File: src/rtl/uart_wb_pkg.sv
// Shared types and byte constants for the UART-to-Wishbone bridge.
// The optional Wishbone ack timeout is enabled with `define UART_WB_TIMEOUT_EN.
package uart_wb_pkg;

   localparam int DEFAULT_CLKS_PER_BIT = 217;

   localparam logic [7:0] CMD_WRITE   = 8'h57;
   localparam logic [7:0] CMD_READ    = 8'h52;
   localparam logic [7:0] RSP_ACK     = 8'h4B;
   localparam logic [7:0] RSP_TIMEOUT = 8'h45;

   typedef enum logic [2:0] {
      ST_IDLE,
      ST_ADDR,
      ST_DATA,
      ST_WB,
      ST_RESP
   } wb_state_e;

   typedef enum logic [1:0] {
      RX_IDLE,
      RX_START,
      RX_DATA,
      RX_STOP
   } rx_state_e;

   typedef enum logic [1:0] {
      TX_IDLE,
      TX_START,
      TX_DATA,
      TX_STOP
   } tx_state_e;

endpackage

File: src/rtl/uart_wb_phy.sv
// 8N1 UART receiver and transmitter with byte-level valid/ready interface.
// RX delivers one-cycle valid/error pulses; TX accepts a new byte in the last stop-bit cycle.
module uart_wb_phy
   import uart_wb_pkg::*;
#(
   parameter int CLKS_PER_BIT = DEFAULT_CLKS_PER_BIT
) (
   input  logic       clk,
   input  logic       rst_n,
   input  logic       rx_i,
   output logic       tx_o,
   output logic [7:0] rx_data_o,
   output logic       rx_valid_o,
   output logic       rx_err_o,
   input  logic [7:0] tx_data_i,
   input  logic       tx_valid_i,
   output logic       tx_ready_o,
   output logic       tx_idle_o
);

   localparam int CW = $clog2(CLKS_PER_BIT + 1);
   localparam logic [CW-1:0] BIT_LAST  = CW'(CLKS_PER_BIT - 1);
   localparam logic [CW-1:0] HALF_LAST = CW'(CLKS_PER_BIT / 2 - 1);

   logic            rx_meta_q, rx_sync_q, rx_prev_q;
   rx_state_e       rx_state_q, rx_state_d;
   logic [CW-1:0]   rx_cnt_q, rx_cnt_d;
   logic [2:0]      rx_bit_q, rx_bit_d;
   logic [7:0]      rx_shift_q, rx_shift_d;
   logic            rx_valid_q, rx_valid_d;
   logic            rx_err_q, rx_err_d;

   tx_state_e       tx_state_q, tx_state_d;
   logic [CW-1:0]   tx_cnt_q, tx_cnt_d;
   logic [2:0]      tx_bit_q, tx_bit_d;
   logic [7:0]      tx_shift_q, tx_shift_d;
   logic            tx_q, tx_d;
   logic            tx_accept;

   assign rx_data_o  = rx_shift_q;
   assign rx_valid_o = rx_valid_q;
   assign rx_err_o   = rx_err_q;
   assign tx_o       = tx_q;
   assign tx_idle_o  = (tx_state_q == TX_IDLE);
   assign tx_ready_o = (tx_state_q == TX_IDLE) ||
                       ((tx_state_q == TX_STOP) && (tx_cnt_q == BIT_LAST));
   assign tx_accept  = tx_ready_o && tx_valid_i;

   always_comb begin
      rx_state_d = rx_state_q;
      rx_cnt_d   = rx_cnt_q;
      rx_bit_d   = rx_bit_q;
      rx_shift_d = rx_shift_q;
      rx_valid_d = 1'b0;
      rx_err_d   = 1'b0;
      case (rx_state_q)
         RX_IDLE: begin
            if (rx_prev_q && !rx_sync_q) begin
               rx_state_d = RX_START;
               rx_cnt_d   = '0;
            end
         end
         RX_START: begin
            if (rx_cnt_q == HALF_LAST) begin
               rx_cnt_d   = '0;
               rx_bit_d   = '0;
               rx_state_d = rx_sync_q ? RX_IDLE : RX_DATA;
            end else begin
               rx_cnt_d = rx_cnt_q + CW'(1);
            end
         end
         RX_DATA: begin
            if (rx_cnt_q == BIT_LAST) begin
               rx_cnt_d   = '0;
               rx_shift_d = {rx_sync_q, rx_shift_q[7:1]};
               rx_bit_d   = rx_bit_q + 3'd1;
               if (rx_bit_q == 3'd7) begin
                  rx_state_d = RX_STOP;
               end
            end else begin
               rx_cnt_d = rx_cnt_q + CW'(1);
            end
         end
         RX_STOP: begin
            if (rx_cnt_q == BIT_LAST) begin
               rx_cnt_d   = '0;
               rx_valid_d = rx_sync_q;
               rx_err_d   = !rx_sync_q;
               rx_state_d = RX_IDLE;
            end else begin
               rx_cnt_d = rx_cnt_q + CW'(1);
            end
         end
         default: rx_state_d = RX_IDLE;
      endcase
   end

   // The line level is driven from the next state so tx_q changes exactly on bit boundaries.
   always_comb begin
      tx_state_d = tx_state_q;
      tx_cnt_d   = tx_cnt_q;
      tx_bit_d   = tx_bit_q;
      tx_shift_d = tx_shift_q;
      case (tx_state_q)
         TX_IDLE: begin
            if (tx_accept) begin
               tx_state_d = TX_START;
               tx_shift_d = tx_data_i;
               tx_cnt_d   = '0;
            end
         end
         TX_START: begin
            if (tx_cnt_q == BIT_LAST) begin
               tx_cnt_d   = '0;
               tx_bit_d   = '0;
               tx_state_d = TX_DATA;
            end else begin
               tx_cnt_d = tx_cnt_q + CW'(1);
            end
         end
         TX_DATA: begin
            if (tx_cnt_q == BIT_LAST) begin
               tx_cnt_d   = '0;
               tx_shift_d = {1'b0, tx_shift_q[7:1]};
               tx_bit_d   = tx_bit_q + 3'd1;
               if (tx_bit_q == 3'd7) begin
                  tx_state_d = TX_STOP;
               end
            end else begin
               tx_cnt_d = tx_cnt_q + CW'(1);
            end
         end
         TX_STOP: begin
            if (tx_cnt_q == BIT_LAST) begin
               tx_cnt_d = '0;
               if (tx_accept) begin
                  tx_state_d = TX_START;
                  tx_shift_d = tx_data_i;
               end else begin
                  tx_state_d = TX_IDLE;
               end
            end else begin
               tx_cnt_d = tx_cnt_q + CW'(1);
            end
         end
         default: tx_state_d = TX_IDLE;
      endcase
      case (tx_state_d)
         TX_START: tx_d = 1'b0;
         TX_DATA:  tx_d = tx_shift_d[0];
         default:  tx_d = 1'b1;
      endcase
   end

   always_ff @(posedge clk or negedge rst_n) begin
      if (!rst_n) begin
         rx_meta_q  <= 1'b1;
         rx_sync_q  <= 1'b1;
         rx_prev_q  <= 1'b1;
         rx_state_q <= RX_IDLE;
         rx_cnt_q   <= '0;
         rx_bit_q   <= '0;
         rx_shift_q <= '0;
         rx_valid_q <= 1'b0;
         rx_err_q   <= 1'b0;
         tx_state_q <= TX_IDLE;
         tx_cnt_q   <= '0;
         tx_bit_q   <= '0;
         tx_shift_q <= '0;
         tx_q       <= 1'b1;
      end else begin
         rx_meta_q  <= rx_i;
         rx_sync_q  <= rx_meta_q;
         rx_prev_q  <= rx_sync_q;
         rx_state_q <= rx_state_d;
         rx_cnt_q   <= rx_cnt_d;
         rx_bit_q   <= rx_bit_d;
         rx_shift_q <= rx_shift_d;
         rx_valid_q <= rx_valid_d;
         rx_err_q   <= rx_err_d;
         tx_state_q <= tx_state_d;
         tx_cnt_q   <= tx_cnt_d;
         tx_bit_q   <= tx_bit_d;
         tx_shift_q <= tx_shift_d;
         tx_q       <= tx_d;
      end
   end

endmodule

File: src/rtl/uart_wb_master.sv
// UART command decoder driving a classic Wishbone master; replies over the same UART.
// Define UART_WB_TIMEOUT_EN to abort unanswered bus cycles after TIMEOUT_CYCLES and reply 0x45.
module uart_wb_master
   import uart_wb_pkg::*;
#(
   parameter int BUSW           = 32,
   parameter int CLKS_PER_BIT   = DEFAULT_CLKS_PER_BIT,
   parameter int TIMEOUT_CYCLES = 255
) (
   input  logic            io_wbs_clk,
   input  logic            io_wbs_rst_n,
   input  logic            uart_rx_i,
   output logic            uart_tx_o,
   output logic [BUSW-1:0] io_wbs_adr,
   output logic [BUSW-1:0] io_wbs_datwr,
   input  logic [BUSW-1:0] io_wbs_datrd,
   output logic            io_wbs_we,
   output logic            io_wbs_stb,
   output logic            io_wbs_cyc,
   input  logic            io_wbs_ack,
   output logic            busy_o
);

   logic [7:0] rx_data;
   logic       rx_valid, rx_err;
   logic       tx_valid, tx_ready, tx_idle;

   wb_state_e       state_q, state_d;
   logic [BUSW-1:0] adr_q, adr_d;
   logic [BUSW-1:0] dat_q, dat_d;
   logic            we_q, we_d;
   logic            cyc_q, cyc_d;
   logic [1:0]      byte_cnt_q, byte_cnt_d;
   logic [BUSW-1:0] resp_buf_q, resp_buf_d;
   logic [2:0]      resp_cnt_q, resp_cnt_d;
   logic [2:0]      resp_len_q, resp_len_d;
   logic            busy_q, busy_d;

`ifdef UART_WB_TIMEOUT_EN
   localparam int TW = $clog2(TIMEOUT_CYCLES + 1);
   logic [TW-1:0] tmo_cnt_q, tmo_cnt_d;
`endif

   uart_wb_phy #(
      .CLKS_PER_BIT(CLKS_PER_BIT)
   ) u_phy (
      .clk        (io_wbs_clk),
      .rst_n      (io_wbs_rst_n),
      .rx_i       (uart_rx_i),
      .tx_o       (uart_tx_o),
      .rx_data_o  (rx_data),
      .rx_valid_o (rx_valid),
      .rx_err_o   (rx_err),
      .tx_data_i  (resp_buf_q[BUSW-1 -: 8]),
      .tx_valid_i (tx_valid),
      .tx_ready_o (tx_ready),
      .tx_idle_o  (tx_idle)
   );

   assign io_wbs_adr   = adr_q;
   assign io_wbs_datwr = dat_q;
   assign io_wbs_we    = we_q;
   assign io_wbs_cyc   = cyc_q;
   assign io_wbs_stb   = cyc_q;
   assign busy_o       = busy_q;
   assign tx_valid     = (state_q == ST_RESP) && (resp_cnt_q != resp_len_q);

   always_comb begin
      state_d    = state_q;
      adr_d      = adr_q;
      dat_d      = dat_q;
      we_d       = we_q;
      cyc_d      = cyc_q;
      byte_cnt_d = byte_cnt_q;
      resp_buf_d = resp_buf_q;
      resp_cnt_d = resp_cnt_q;
      resp_len_d = resp_len_q;
`ifdef UART_WB_TIMEOUT_EN
      tmo_cnt_d  = tmo_cnt_q;
`endif
      case (state_q)
         ST_IDLE: begin
            if (rx_valid) begin
               byte_cnt_d = '0;
               if (rx_data == CMD_WRITE) begin
                  we_d    = 1'b1;
                  state_d = ST_ADDR;
               end else if (rx_data == CMD_READ) begin
                  we_d    = 1'b0;
                  state_d = ST_ADDR;
               end
            end
         end
         ST_ADDR: begin
            if (rx_err) begin
               state_d = ST_IDLE;
            end else if (rx_valid) begin
               adr_d      = {adr_q[BUSW-9:0], rx_data};
               byte_cnt_d = byte_cnt_q + 2'd1;
               if (byte_cnt_q == 2'd3) begin
                  if (we_q) begin
                     state_d = ST_DATA;
                  end else begin
                     state_d = ST_WB;
                     cyc_d   = 1'b1;
`ifdef UART_WB_TIMEOUT_EN
                     tmo_cnt_d = '0;
`endif
                  end
               end
            end
         end
         ST_DATA: begin
            if (rx_err) begin
               state_d = ST_IDLE;
            end else if (rx_valid) begin
               dat_d      = {dat_q[BUSW-9:0], rx_data};
               byte_cnt_d = byte_cnt_q + 2'd1;
               if (byte_cnt_q == 2'd3) begin
                  state_d = ST_WB;
                  cyc_d   = 1'b1;
`ifdef UART_WB_TIMEOUT_EN
                  tmo_cnt_d = '0;
`endif
               end
            end
         end
         ST_WB: begin
            if (io_wbs_ack) begin
               cyc_d      = 1'b0;
               state_d    = ST_RESP;
               resp_cnt_d = '0;
               if (we_q) begin
                  resp_buf_d = {RSP_ACK, {(BUSW-8){1'b0}}};
                  resp_len_d = 3'd1;
               end else begin
                  resp_buf_d = io_wbs_datrd;
                  resp_len_d = 3'd4;
               end
            end
`ifdef UART_WB_TIMEOUT_EN
            else if (tmo_cnt_q == TW'(TIMEOUT_CYCLES - 1)) begin
               cyc_d      = 1'b0;
               state_d    = ST_RESP;
               resp_cnt_d = '0;
               resp_buf_d = {RSP_TIMEOUT, {(BUSW-8){1'b0}}};
               resp_len_d = 3'd1;
            end else begin
               tmo_cnt_d = tmo_cnt_q + TW'(1);
            end
`endif
         end
         // Stay here until the final stop bit has left the transmitter.
         ST_RESP: begin
            if (resp_cnt_q != resp_len_q) begin
               if (tx_ready) begin
                  resp_buf_d = resp_buf_q << 8;
                  resp_cnt_d = resp_cnt_q + 3'd1;
               end
            end else if (tx_idle) begin
               state_d = ST_IDLE;
            end
         end
         default: state_d = ST_IDLE;
      endcase
      busy_d = (state_d != ST_IDLE);
   end

   always_ff @(posedge io_wbs_clk or negedge io_wbs_rst_n) begin
      if (!io_wbs_rst_n) begin
         state_q    <= ST_IDLE;
         adr_q      <= '0;
         dat_q      <= '0;
         we_q       <= 1'b0;
         cyc_q      <= 1'b0;
         byte_cnt_q <= '0;
         resp_buf_q <= '0;
         resp_cnt_q <= '0;
         resp_len_q <= '0;
         busy_q     <= 1'b0;
      end else begin
         state_q    <= state_d;
         adr_q      <= adr_d;
         dat_q      <= dat_d;
         we_q       <= we_d;
         cyc_q      <= cyc_d;
         byte_cnt_q <= byte_cnt_d;
         resp_buf_q <= resp_buf_d;
         resp_cnt_q <= resp_cnt_d;
         resp_len_q <= resp_len_d;
         busy_q     <= busy_d;
      end
   end

`ifdef UART_WB_TIMEOUT_EN
   always_ff @(posedge io_wbs_clk or negedge io_wbs_rst_n) begin
      if (!io_wbs_rst_n) begin
         tmo_cnt_q <= '0;
      end else begin
         tmo_cnt_q <= tmo_cnt_d;
      end
   end
`endif

endmodule

File: config.mk
export PLATFORM = sky130hd
export DESIGN_NAME = uart_wb_master
export DESIGN_NICKNAME = d
export VERILOG_FILES = /design/src/rtl/uart_wb_pkg.sv /design/src/rtl/uart_wb_phy.sv /design/src/rtl/uart_wb_master.sv
export SDC_FILE = /design/constraint.sdc
export NUM_CORES = 1
export LEC_CHECK = 0
export ABC_AREA = 0
export CAP_MARGIN = 20
export CELL_PAD_IN_SITES_DETAIL_PLACEMENT = 1
export CELL_PAD_IN_SITES_GLOBAL_PLACEMENT = 1
export CORE_AREA = 2 2 195 101
export CTS_CLUSTER_DIAMETER = 80
export DETAILED_ROUTE_END_ITERATION = 7
export DIE_AREA = 0 0 197 103
export GPL_ROUTABILITY_DRIVEN = 1
export PLACE_DENSITY_LB_ADDON = 0.1
export RECOVER_POWER = 25
export SKIP_CTS_REPAIR_TIMING = 1
export SYNTH_ARGS = -nofsm -noshare
export SYNTH_HDL_FRONTEND = slang
export SYNTH_SLANG_ARGS = --single-unit
File: constraint.sdc
create_clock -name io_wbs_clk -period 1.7 [get_ports io_wbs_clk]
set_clock_uncertainty 0.05 [all_clocks]
set_input_delay 0.34 -clock io_wbs_clk [delete_from_list [all_inputs] [get_ports io_wbs_clk]]
set_output_delay 0.34 -clock io_wbs_clk [all_outputs]
set_load 0.01 [all_outputs]
# After elaboration in Yosys (flattened, before gate mapping)
# Cells that the tools add are included.
# word_totals
regBits,158
in_bits,36
out_inout_bits,69
word_cells,182
# classes
addsub,6
eq_ne,43
mux,75
bitwise,1
reduce_logical,32
# ops
op,count
$mux 32,4
$mux 8,8
$pmux 32 s2,1
$mux 3,20
$pmux 8 s3,2
$mux 2,14
$ne 2x1->1 const B,14
$eq 8x7->1 const B,3
$pmux 3 s2,3
$reduce_and 3->1,6
$add 8x1->8 const B,2
$eq 8x8->1 const B,2
$mux 1,16
$ne 2x2->1 const B,8
$pmux 2 s4,2
$pmux 8 s2,1
$pmux 3 s5,1
$eq 2x2->1 const B,6
$reduce_bool 2->1,5
$add 3x1->3 const B,3
$eq 3x3->1 const B,3
$reduce_and 9->1,1
$reduce_bool 3->1,3
$reduce_and 4->1,2
other kinds (18),27

# Longest topological paths before layout
# Gate-level depths: netlist of run 1.
# logic_depth
ltp_word,9
mapped_depth,8
ltp_nobuf,7

# By module
# A second synthesis of run 1 with hierarchy kept.
# hier_totals
cells_unflattened,597
hier_area_um2,7277.0
# modules_own_cells
mod,instances,cells_each,area_per_inst_um2,seq_area_each_um2
uart_wb_master,1,364,4717.0,2727.6
uart_wb_phy,1,233,2560.0,1206.2

# Worst setup path before layout of run 1
# OpenSTA, ideal clock, no wires.
# synth_path
path_type,register to register
start,register u_phy.tx_cnt_q[0]
end,register resp_buf_q[25]
setup_ns,0.125
arrival_ns,1.685
t_required_ns,1.525
path_slack_ns,-0.160
path_stages_with_launch,7
path_buffers,0
period_less_slack_ns,1.860
path_cell_list,dfrtp_1 inv_1 ha_1 nand3b_1 o31a_1 o21ai_4 mux2_2
# synth_via
elab_chain_len,5
# synth_lines
element,line_no,rtl
from (decl),uart_wb_phy.sv:34,"logic [CW-1:0] tx_cnt_q, tx_cnt_d;"
from (signal assigned),uart_wb_phy.sv:182,tx_cnt_q <= tx_cnt_d;
$eq 8x8->1,uart_wb_phy.sv:46,((tx_state_q == TX_STOP) && (tx_cnt_q == BIT_LAST));
$logic_and 1x1->1,uart_wb_phy.sv:46,
$logic_or 1x1->1,uart_wb_phy.sv:45,assign tx_ready_o = (tx_state_q == TX_IDLE) ||
$ne 2x1->1 (no line),n/a,
$reduce_and 4->1 (no line),n/a,
to (signal assigned),uart_wb_master.sv:188,resp_buf_q <= resp_buf_d;
to (decl),uart_wb_master.sv:34,"logic [BUSW-1:0] resp_buf_q, resp_buf_d;"
# Every way passes these cells.
# A chain may end at the register's enable or synchronous reset.

# Worst setup path after layout of run 1
# layout_path
start,register u_phy.tx_cnt_q[1]
end,register resp_buf_q[25]
# The elaborated chain is that of the path after synthesis.

==> flow_summary.toml, run 1 <==
[status]
status = "finished with violations"
failed_checks = "negative setup slack"

[logic_synthesis]
synthTopCellsByCount = "dfrtp_1, mux2_2, nand2_1"
yosys_most_used_dff = "dfrtp_1"
yosysSeqAreaShare_pct = 55.2
yosysWarnings = 0
synthDominantCellAreaShare_pct = 53.7
synthSimpleGateAreaFrac_pct = 12.4
async_flop_share_pct = 100
ys_ff_latch = 157
synth_compound_area_share_pct = 12.7
synthAdderAreaFrac_pct = 2.74
synth_edf_count = 0
synthTopCellsByArea = "dfrtp_1, mux2_2, nand2_1, nor2_1, ha_1"
synthMostInstantiatedCell = "dfrtp_1"
synth_area_sq_um = 7130
synth.avg_cell_area_sq_um = 11.4
muxShareOfSynthArea_pct = 12.7
syn_nets = 673
synthCells = 623
synth_top_family_by_area = "multiplexers"
synth-xor-area-share_pct = 0.982
ys_types = 59
synth_top_area_cell = "dfrtp_1"

[global_routing]
grt_max_degree = 42
busiest_layer = "met2"
use_met1_pct = 31.4
grt_pass1_wl_mm = 32.7
grt_pass1_vias = 5872
grt.overflow.total = 0
grt_util_met2_pct = 31.7
grtUsageTotal_pct = 21.1
antenna_found_initial = 0
grtUsageMet3_pct = 3.93

[clock_network]
cts_sinks = 157
htree_num_levels = 4
clk-insertion-delay-late_ps = 430
cts_buffers = 17
root_buffer = "clkbuf_16"
clk_pin_slew_worst_paths_ps = 60
cts_tree = "done"
clockBufferDepth = 2

[place]
port_buffers = 104
gp_congestion = 0.801
hpwlAfterDp_mm = 14.7
place_inst = 1035
place_ws_ps = -378

[setup_path]
critPathRequiredTime_ps = 1970
path_class = "reg2reg"
cp-start-kind = "flop"
endpoint_kind = "flop"
arrival_ps = 2220
r2r_slack_ps = -250
path_max_fanout = 7

[min_path]
holdCritPathClass = "reg2reg"

[final_layout]
nFillCells = 1927
multi_input_area_sq_um = 3410
num_antenna_cells = 0
seqCellArea_sq_um = 3940
drive_gt1_share_pct = 39.2
fin_cells = 1098
area_growth_syn_to_layout_pct = 50.5
nets = 888

[sta]
timing.fmax_mhz = 513
tightest_slew_ps = 497
slew_headroom_pct = 66.6
rsz0062_at_grt = "true"
worst_slack_ps = -248
fin_crit_ps = 1950
setup_violations = 68
maxSlewViolCount = 0
timing_hold_violations_final = 0
fin_crit_sh_pct = 115

[route]
drc = 0
drt_wl_total_mm = 21.7
first_iter_violations = 212
vias = 5718
postRouteAntennaNets = 0
firstDrtPassIters = 4
wl_per_cell_um = 19.7
vias_per_cell = 5.21

[power]
ir_worst_vdd_uv = 710
power.density_nw_per_um2 = 1210
p_sw_share_pct = 31.2
comb_power_share_pct = 29.9
p_switching_mw = 4.07
clkPwrFrac_pct = 32.1
power_frac_seq_pct = 38.0
internal_power_mw = 8.95
p_leak_nw = 6.19
p_total_mw = 13.0

[floorplan]
die_area_sq_um = 20300
num_rows = 36
die_w_um = 197
die_h_um = 103
core_sq_um = 18800
initial_core_util_pct = 37.9
ios = 105

[flow_run]
cap_violations = 0
==> kinds of logic (layout without fill, tap and decap cells) <==
group           Yosys count  count (layout)
xor+xnor                  8               8
compound gates          132             132
simple gates            183             183
mux                      81              81
flops                   157             157
buf+inv                  46             274
fa+ha+maj                16              16
==> path summary, 6_finish.rpt <==
check,end,cells past startpoint,start
worst max-delay path,resp_buf_q[25]$_DFFE_PN0P_,8,u_phy.tx_cnt_q[1]$_DFFE_PN0P_
min in group asynchronous,io_wbs_adr[23]$_DFFE_PN0P_,2,io_wbs_rst_n
max in group asynchronous,u_phy.tx_o$_DFF_PN1_,3,io_wbs_rst_n
worst min-delay path,u_phy.rx_sync_q$_DFF_PN1_,0,u_phy.rx_meta_q$_DFF_PN1_
worst max register to register,resp_buf_q[25]$_DFFE_PN0P_,8,u_phy.tx_cnt_q[1]$_DFFE_PN0P_
worst min register to register,u_phy.rx_sync_q$_DFF_PN1_,0,u_phy.rx_meta_q$_DFF_PN1_
==> per-layer routing <==
metal | share of wire (%) | wire length [um]
met2 | 44 | 9460
met1 | 52 | 11300
met4 | 0.79 | 172
met5 | 0 | 0
met3 | 3.6 | 771
==> power by group through the flow <==
| stage | clock network [mW] | registers (mW) | logic (mW) |
|---|---|---|---|
| after global placement | 0 | 4.91 | 2.93 |
| after global routing | 4.45 | 5.01 | 4.26 |
| after CTS | 4.26 | 4.90 | 3.15 |
| final | 4.18 | 4.95 | 3.89 |
| after floorplan | 0 | 4.82 | 1.73 |
| after detailed placement | 0 | 4.94 | 3.11 |
==> layout by cell type (no fill, tap or decap), types with 7 or more instances in the layout <==
cell / instances
a21oi_1: 25
a21oi_2: 27
a22o_1: 7
a32oi_1: 8
and3_1: 22
buf_4: 91
buf_6: 20
clkbuf_16: 20
clkdlybuf4s50_1: 33
dfrtp_1: 150
dlymetal6s2s_1: 69
ha_1: 10
inv_1: 10
mux2_2: 68
mux2_4: 7
nand2_1: 57
nand3_1: 13
nor2_1: 35
nor2_2: 8
o21ai_0: 16
o21ai_1: 8
o21ai_2: 7
==> per-stage QoR <==
stage                     setup TNS, ps  cell area (sq um)  utilization, %  hold slack [ps]
after floorplan                   -1830               7140               -            -5.59
after global routing             -14430              10700            57.0              309
after detailed placement         -16520               9080            48.2              254
after CTS                        -23650               9720            51.6             -205
after global placement            -9370               9080            48.2              251
final                             -9540              10700            57.0              307
==> registers in the layout, indices dropped and copies added, names as in the netlist, 2 cells and up, named ones only <==
register	cells
io_wbs_adr	32
io_wbs_datwr	32
resp_buf_q	32
u_phy.rx_cnt_q	8
u_phy.rx_data_o	8
u_phy.tx_cnt_q	8
u_phy.tx_shift_q	8
resp_cnt_q	3
state_q	3
u_phy.rx_bit_q	3
u_phy.tx_bit_q	3
byte_cnt_q	2
resp_len_q	2
u_phy.tx_state_q	2
==> worst max-delay path, stage by stage, from the launching register on <==
cell	delay, ps
dfrtp_1	390
inv_2	90
ha_4	130
nand3b_1	130
o31a_1	370
o21ai_4	160
buf_12	140
buf_6	90
mux2_4	280
==> final cells by class <==
| class | count | share of cell area [%] |
|---|---|---|
| sequential | 157 | 36.7 |
| inverter | 15 | 0.571 |
| clock inverter | 10 | 1.49 |
| clock buffer | 22 | 4.51 |
| multi-input combinational | 420 | 31.7 |
| timing repair buffer | 227 | 22.1 |
| tap | 247 | 2.88 |
Power figures use the tool's default switching activity.
==> inputs of run 2 (changes only) <==
--- a/config.mk
+++ b/config.mk
@@ -9,10 +9,10 @@
 export CAP_MARGIN = 20
 export CELL_PAD_IN_SITES_DETAIL_PLACEMENT = 1
 export CELL_PAD_IN_SITES_GLOBAL_PLACEMENT = 1
-export CORE_AREA = 2 2 195 101
+export CORE_AREA = 2 2 192 100
 export CTS_CLUSTER_DIAMETER = 80
 export DETAILED_ROUTE_END_ITERATION = 7
-export DIE_AREA = 0 0 197 103
+export DIE_AREA = 0 0 194 102
 export GPL_ROUTABILITY_DRIVEN = 1
 export PLACE_DENSITY_LB_ADDON = 0.1
 export RECOVER_POWER = 25
==> constraint.sdc (replaced) <==
create_clock -name io_wbs_clk -period 2.5 [get_ports io_wbs_clk]
set_clock_uncertainty 0.05 [all_clocks]
set_input_delay 0.5 -clock io_wbs_clk [delete_from_list [all_inputs] [get_ports io_wbs_clk]]
set_output_delay 0.5 -clock io_wbs_clk [all_outputs]
set_load 0.01 [all_outputs]
==> run 2 against run 1 <==
  * The run now ends clean
  * Worst hold slack better by 9.0 ps
  * Sequential share of layout area is 7.0 points higher
  * Final cell count is 10% lower
  * Sequential cell count stayed put
  * Worst setup slack better by 640 ps
  * First-iteration DRC count is 14% higher
  * Final area is 16% lower
  * Combinational power is 59% lower
  * Utilization is 7.1 points lower
  * Die area is 2.5% lower
  * Non-clock buffer count is 104 lower
  * Global-route usage is 2.0 points lower
  * Critical endpoint is now io_wbs_we
  * Largest power group unchanged
==> flow_summary.toml, run 2 (synthesis gave the netlist of run 1 again) <==
[route]
vias = 5147
drt_wl_total_mm = 18.1
drc = 0
first_iter_violations = 242
firstDrtPassIters = 4
wl_per_cell_um = 18.4
postRouteAntennaNets = 0
vias_per_cell = 5.22

[sta]
fin_tns_setup_ps = 0
fin_crit_sh_pct = 84.3
timing.fmax_mhz = 474
slew_headroom_pct = 18.3
maxSlewViolCount = 0
setup_violations = 0
timing_hold_violations_final = 0
rsz0062_at_grt = "false"
tightest_slew_ps = 1230
fin_crit_ps = 2110

[status]
status = "complete, no violations"

[setup_path]
cp-start-kind = "flop"
rr_worst_depth = 5
critPathTopFamily = "buffers and inverters"
path_class = "reg2out"
max_stage_delay_ps = 610
crit_buf_inv = 1
crit_end = "io_wbs_we"
critPathRequiredTime_ps = 1950
r2r_end = "u_phy.tx_shift_q[5]$_DFFE_PN0P_"
path_max_fanout = 8
path_cells = "clkdlybuf4s50_1"
r2r_slack_ps = 430
path_depth = 1
arrival_ps = 1560
r2r_start = "u_phy.tx_state_q[1]$_DFF_PN0_"
crit_start = "io_wbs_we$_DFFE_PN0P_"
endpoint_kind = "output pin"
slowest_stage = "clkdlybuf4s50_1"

[final_layout]
final_common_cell = "dfrtp_1"
final_cell_mix = "dfrtp_1, clkdlybuf4s50_1, mux2_2"
area_growth_syn_to_layout_pct = 26.3
nFillCells = 1930
nets = 784
num_antenna_cells = 0
fin_util_pct = 49.9
drive_gt1_share_pct = 20.1

[floorplan]
ios = 105
num_rows = 35
die_h_um = 102
initial_core_util_pct = 39.5
core_sq_um = 18000
die_area_sq_um = 19800
die_w_um = 194

[global_routing]
grt_pass1_vias = 5325
grtUsageTotal_pct = 19.1
antenna_found_initial = 0
grt_pass1_wl_mm = 29.6
grt.overflow.total = 0
grt_max_degree = 50

[place]
gp_congestion = 0.870
hpwlAfterDp_mm = 13.2
port_buffers = 104

[clock_network]
cts_buffers = 17
clk-insertion-delay-late_ps = 420
clockBufferDepth = 2
clk_pin_slew_worst_paths_ps = 60
root_buffer = "clkbuf_16"
cts_sinks = 157
htree_num_levels = 4
cts_tree = "done"

[power]
power.density_nw_per_um2 = 827
ir_worst_vdd_uv = 503
p_leak_nw = 4.13

[min_path]
holdCritPathClass = "reg2reg"

[flow_run]
cap_violations = 0
-- run 2: layer usage --
metal  wire length, um  track usage [%]
met1              9830             29.4
met2              7560             27.8
met3               622             4.26
met4               110             3.67
met5                 0                0
-- run 2: power by group --
group          total, mW  internal, mW  switching, mW
registers           3.39          2.99          0.393
clock network       2.47          1.41           1.07
logic               1.59         0.697          0.893
total               7.45          5.10           2.35
-- run 2: worst min-delay path by stage --
stage | from | endpoint | slack (ps) | cells past startpoint
finish | u_phy.rx_meta_q$_DFF_PN1_ | u_phy.rx_sync_q$_DFF_PN1_ | 320 | 0
global placement | u_phy.rx_meta_q$_DFF_PN1_ | u_phy.rx_sync_q$_DFF_PN1_ | 300 | 0
CTS | io_wbs_rst_n | u_phy.rx_bit_q[1]$_DFFE_PN0P_ | -50 | 1
global route | u_phy.rx_meta_q$_DFF_PN1_ | u_phy.rx_sync_q$_DFF_PN1_ | 330 | 0
detailed placement | u_phy.rx_meta_q$_DFF_PN1_ | u_phy.rx_sync_q$_DFF_PN1_ | 300 | 0
floorplan | io_wbs_rst_n | async pin | 150 | 0
-- run 2: per-stage QoR --
stage                     setup WS (ps)  cell area (sq um)  hold WS [ps]  total power [mW]  cells
after global routing                285               9010           327              7.91    986
final                               392               9010           316              7.45    986
after global placement              530               8450           299              4.90    954
after CTS                           358               9010         -48.8              7.53    985
after detailed placement            457               8450           297              5.01    954
after floorplan                     640               7130           154              4.44    623
-- run 2: cell type report --
| type | instances | area, sq um | share of cell area, % |
|---|---|---|---|
| Clock buffer | 20 | 447 | 4.96 |
| Clock inverter | 11 | 111 | 1.24 |
| Tap cell | 240 | 300 | 3.33 |
| Sequential cell | 157 | 3930 | 43.7 |
| Timing Repair Buffer | 123 | 1200 | 13.3 |
| Multi-Input combinational cell | 420 | 2960 | 32.9 |
| Inverter | 15 | 56.3 | 0.625 |
